--- src/rtl/sprite_line_scheduler.sv ---
// sprite_line_scheduler: walks the sprite attribute table once per scanline,
// picks the entries that cover the requested line and feeds each one to the
// sprite drawer as a single 16-pixel row via its start/done handshake.
module sprite_line_scheduler #(
  parameter  int NUM_SPRITES  = 64,
  parameter  int MAX_PER_LINE = 16,
  localparam int IDX_W        = $clog2(NUM_SPRITES)
) (
  input  logic             clk,
  input  logic             reset,
  input  logic             line_start,
  input  logic [9:0]       line_y,
  output logic [IDX_W-1:0] attr_addr,
  input  logic [31:0]      attr_q,
  output logic             draw_start,
  output logic [9:0]       draw_col,
  output logic             draw_flip,
  output logic [7:0]       draw_frame,
  output logic [3:0]       draw_row,
  input  logic             draw_done,
  output logic             busy,
  output logic             line_done,
  output logic [4:0]       hit_count,
  output logic             overflow,
  output logic             overrun
);

  localparam logic [IDX_W-1:0] LAST_IDX = IDX_W'(NUM_SPRITES - 1);
  localparam logic [4:0]       MAX_HC   = 5'(MAX_PER_LINE);

  typedef enum logic [2:0] {
    S_IDLE,
    S_FETCH,
    S_EVAL,
    S_START,
    S_ACK,
    S_WAIT,
    S_FINISH
  } state_t;

  state_t           state;
  state_t           state_n;
  logic [IDX_W-1:0] idx;
  logic [9:0]       y_q;
  logic [9:0]       diff;
  logic             hit;
  logic             take_hit;
  logic             last;
  logic             attr_unused;

  // Reserved attribute bits carry nothing for this block.
  assign attr_unused = ^attr_q[1:0];

  // Modular distance from the sprite's top row; wraps cleanly past line 1023.
  assign diff     = y_q - attr_q[19:10];
  assign hit      = attr_q[31] && (diff[9:4] == 6'd0);
  assign take_hit = hit && (hit_count < MAX_HC);
  assign last     = (idx == LAST_IDX);

  assign attr_addr = idx;
  assign busy      = (state != S_IDLE);

  // State register.
  always_ff @(posedge clk) begin
    if (reset) state <= S_IDLE;
    else       state <= state_n;
  end

  // Next-state and handshake strobes; a new line_start overrides everything.
  always_comb begin
    state_n    = state;
    draw_start = 1'b0;
    line_done  = 1'b0;
    overrun    = 1'b0;
    case (state)
      S_IDLE:   state_n = S_IDLE;
      S_FETCH:  state_n = S_EVAL;
      S_EVAL: begin
        if (take_hit)  state_n = S_START;
        else if (last) state_n = S_FINISH;
        else           state_n = S_FETCH;
      end
      S_START: begin
        draw_start = 1'b1;
        state_n    = S_ACK;
      end
      // The drawer only drops done one cycle after start, so done is stale here.
      S_ACK:    state_n = S_WAIT;
      S_WAIT: begin
        if (draw_done) state_n = last ? S_FINISH : S_FETCH;
      end
      S_FINISH: begin
        line_done = 1'b1;
        state_n   = S_IDLE;
      end
      default:  state_n = S_IDLE;
    endcase
    if (line_start) begin
      state_n   = S_FETCH;
      overrun   = (state != S_IDLE);
      line_done = 1'b0;
    end
  end

  // Target line is captured on every scan start.
  always_ff @(posedge clk) begin
    if (line_start) y_q <= line_y;
  end

  // Scan index, per-line counters and the drawer parameter registers.
  always_ff @(posedge clk) begin
    if (reset) begin
      idx        <= '0;
      hit_count  <= 5'd0;
      overflow   <= 1'b0;
      draw_col   <= 10'd0;
      draw_flip  <= 1'b0;
      draw_frame <= 8'd0;
      draw_row   <= 4'd0;
    end else if (line_start) begin
      idx       <= '0;
      hit_count <= 5'd0;
      overflow  <= 1'b0;
    end else begin
      case (state)
        S_EVAL: begin
          if (take_hit) begin
            draw_col   <= attr_q[29:20];
            draw_flip  <= attr_q[30];
            draw_frame <= attr_q[9:2];
            draw_row   <= diff[3:0];
          end else begin
            if (hit)   overflow <= 1'b1;
            if (!last) idx      <= idx + IDX_W'(1);
          end
        end
        S_START: hit_count <= hit_count + 5'd1;
        S_WAIT: begin
          if (draw_done && !last) idx <= idx + IDX_W'(1);
        end
        default: ;
      endcase
    end
  end

endmodule

--- config.mk ---
export PLATFORM = sky130hd
export DESIGN_NAME = sprite_line_scheduler
export DESIGN_NICKNAME = d
export VERILOG_FILES = /design/src/rtl/sprite_line_scheduler.sv
export SDC_FILE = /design/constraint.sdc
export NUM_CORES = 1
export LEC_CHECK = 0
export ABC_AREA = 1
export CORE_ASPECT_RATIO = 0.5
export CORE_MARGIN = 3
export CORE_UTILIZATION = 40
export DETAILED_ROUTE_END_ITERATION = 12
export PLACE_DENSITY_LB_ADDON = 0.2
export RECOVER_POWER = 25
export SKIP_LAST_GASP = 1
export SYNTH_ARGS = -nofsm -noshare
export SYNTH_HDL_FRONTEND = slang
export SYNTH_SLANG_ARGS = --single-unit
--- constraint.sdc ---
create_clock -name clk -period 3.2 [get_ports clk]
set_input_delay 0.32 -clock clk [delete_from_list [all_inputs] [get_ports clk]]
set_output_delay 0.32 -clock clk [all_outputs]
set_load 0.05 [all_outputs]
==> results.md <==
- Multi-input gate area: 0.00126 mm2
- Setup_tns: 0 ns
- NetSw: 344 uW
- Final Skew: 0.00200 ns
- Clock share of power: 35.6%
- Outcome: finished clean
- Power density cells: 381 mW/mm2
- Synth Area per Inst: 7.41 um2
- Yosys warns: 0
- I/O Pins: 85
- Gr ovfl total: 0
- Setup Crit Path Kind: primary input to output port
- Htree depth: 2
- Die Span Y: 62.7 um
- Fraction of layout cells with a size suffix above 1: 7.37%
- Syn Std Cell Area: 0.00257 mm2
- Hold-fix buffers, CTS: 0
- Synth top area cells: dfxtp_1, edfxtp_1, nor2_1
- PostCTS Resize Cnt: 0
- Hold WC Path Type: register to register
- Worst-margin pin slew: 0.868 ns
- Slew Viols, Final: 0
- Dpl hpwl: 4.77 mm
- Initial antenna violation count: 0
- First-pass GRT wire length: 10.7 mm
- Buffers on Ports: 82
- CP endpoint kind: output port
- Unrepaired setup endpoints after global routing: no
- Clk buf depth: 2
- Drt total wl: 6.02 mm
- Row Count: 19
- Pre-antenna DRT Iters: 5
- Lkg Pwr: 1.51 nW
- Peak supply drop: 0.271 mV
- Register area share after synthesis: 41.3%
- Die X: 119 um
- Final hold vios: 0
- Initial core utilization: 44.1%
- Area delta synth->final: 40.6%
- Number of distinct library cells after synthesis: 29
- Via count: 2435
- Vias per cell: 4.70
- CTS tree: built
- Post-synth net total: 405
- Most common cell in the netlist: nor2_1
- Max Cap Viol: 0
- Antenna-violating nets left: 0
- Internal power: 1.03 mW
- Post CTS Setup Buffer Count: 0
- Final Cycle Share: 86.1%
- WL per Instance: 11.6 um
- Met2 GRT Util: 30.1%
- Post-route DRC: 0
- Clock period minus worst slack: 2.76 ns
- EDFF count, synth: 10
- Met1 usage: 20.4%
- Max Freq: 363 MHz
- Antenna cells: 0
- Sequential cell fraction of total power: 46.3%
- Top_reg_cell synth: dfxtp_1
- Largest net degree at the start of global routing: 27
- Gate Count Post-Synth: 347
- Synth Register Bits: 48
- # setup viols final: 0
- Layout filler cell count: 545
- Clock slew at reported path FFs: 0.06 ns
- Post-synth top cells: nor2_1, nand2_1, inv_1
- Root Driver: clkbuf_16
- CP Launch Type: primary input
- Leading area contributor after synthesis: dfxtp_1
- Cts bufs inserted: 5
- Slew headroom: 42.1%
- GRT busiest layer: met2
- First DRT Iteration DRCs: 112
- Overall Global Routing Usage: 17.0%
- Worst Path Required: 2.88 ns
- Area of the die: 0.00748 mm2
- Routing usage on met3: 4.79%
- Final std cells w/o fill: 518
- Placed Cells: 510
- Comb power frac: 18.1%
- Clock sinks: 48
- CP arrival: 2.44 ns
- Skew-Pair Late Insertion Delay: 0.28 ns
- Reg area: 0.00106 mm2
- Crit-path max FO: 14
- Fin util: 62.0%
- Gpl congestion: 0.872
- Post-synth top area share: 29.6%
- Switching Share: 25.0%
- Core area: 0.00582 mm2
- Final net count: 491
- Async SR Flop Fraction: 0%
- Number of global-route vias before repair: 2384
==> power by group through the flow <==
stage          combinational [mW]  sequential, mW  clock [mW]
2_1_floorplan               0.160           0.650           0
5_1_grt                     0.280           0.637       0.536
3_5_place_dp                0.252           0.650           0
6_report                    0.249           0.636       0.490
4_1_cts                     0.253           0.636       0.508
3_3_place_gp                0.245           0.649           0
==> area by class of cell <==
type                       instances  area share [%]
timing repair buffer              85            23.6
tap                               84            2.91
clock buffer                       7            3.67
clock inverter                     1           0.139
sequential                        48            29.4
inverter                          51            5.30
multi-input combinational        242            35.0
==> cells in the final DEF, fill, tap and decap left out <==
master           count
a21oi_1             14
a21oi_4              1
a31oi_1              1
buf_12               1
buf_4                1
clkbuf_1             3
clkbuf_16            5
clkdlybuf4s50_1     70
clkinv_1             1
clkinv_2             1
dfxtp_1             38
dlygate4sd3_1       12
edfxtp_1            10
fa_1                 1
ha_1                11
inv_1               47
inv_2                3
nand2_1             64
nand2_2              9
nand2_4              2
nand3_1             17
nand3_2              3
nand4_1             10
nor2_1              67
nor2_2               3
nor2_4               2
nor3_1               5
nor3_4               1
nor4_1               1
o21ai_0             22
or2_1                1
xnor2_1              3
xor2_1               4
==> state kept, by name (all words and copies together), names as in the netlist <==
| register | flops |
|---|---|
| draw_col | 10 |
| y_q | 10 |
| draw_frame | 8 |
| attr_addr | 6 |
| hit_count | 5 |
| draw_row | 4 |
| state | 3 |
| draw_flip | 1 |
| overflow | 1 |
==> worst max-delay path: stages <==
cell and delay (ns):
dlygate4sd3_1 0.55, clkbuf_1 0.38, nor3_1 0.33, clkdlybuf4s50_1 0.84
==> routing by layer <==
metal | up-vias | part of all wire (%) | wire [um]
met5 | - | 0 | 0
met4 | 0 | 0.60 | 36
met3 | 2 | 5.2 | 310
met2 | 54 | 51 | 3090
met1 | 1107 | 43 | 2580
li1 | 1272 | - | -
==> final timing paths <==
path              cells past startpoint           to  startpoint  slack, ns
setup / recovery                      4    line_done  line_start       0.44
hold / removal                        2     overflow    overflow       0.46
setup reg to reg                     18  draw_row[2]      y_q[0]       0.73
hold reg to reg                       2     overflow    overflow       0.46
==> through the flow <==
stage	hold WS (ns)	setup WS (ns)	power (mW)	instance area, um2
4_1_cts	0.460	0.577	1.40	3620
3_3_place_gp	0.440	0.340	0.894	3480
6_report	0.457	0.444	1.38	3610
3_5_place_dp	0.452	0.282	0.902	3480
5_1_grt	0.482	0.285	1.45	3610
2_1_floorplan	0.419	0.933	0.810	2570
==> cells by family after synthesis <==
| group | after synthesis | share of synthesized area (%) |
|---|---|---|
| and+or+nand+nor | 185 | 32.8 |
| DFF | 48 | 41.3 |
| xor gates and xnor gates | 7 | 2.39 |
| AOI/OAI and AO/OA | 38 | 7.89 |
| adders and majority gates | 12 | 6.13 |
| buffers and inverters | 57 | 9.49 |
(Power assumes the default switching activity.)
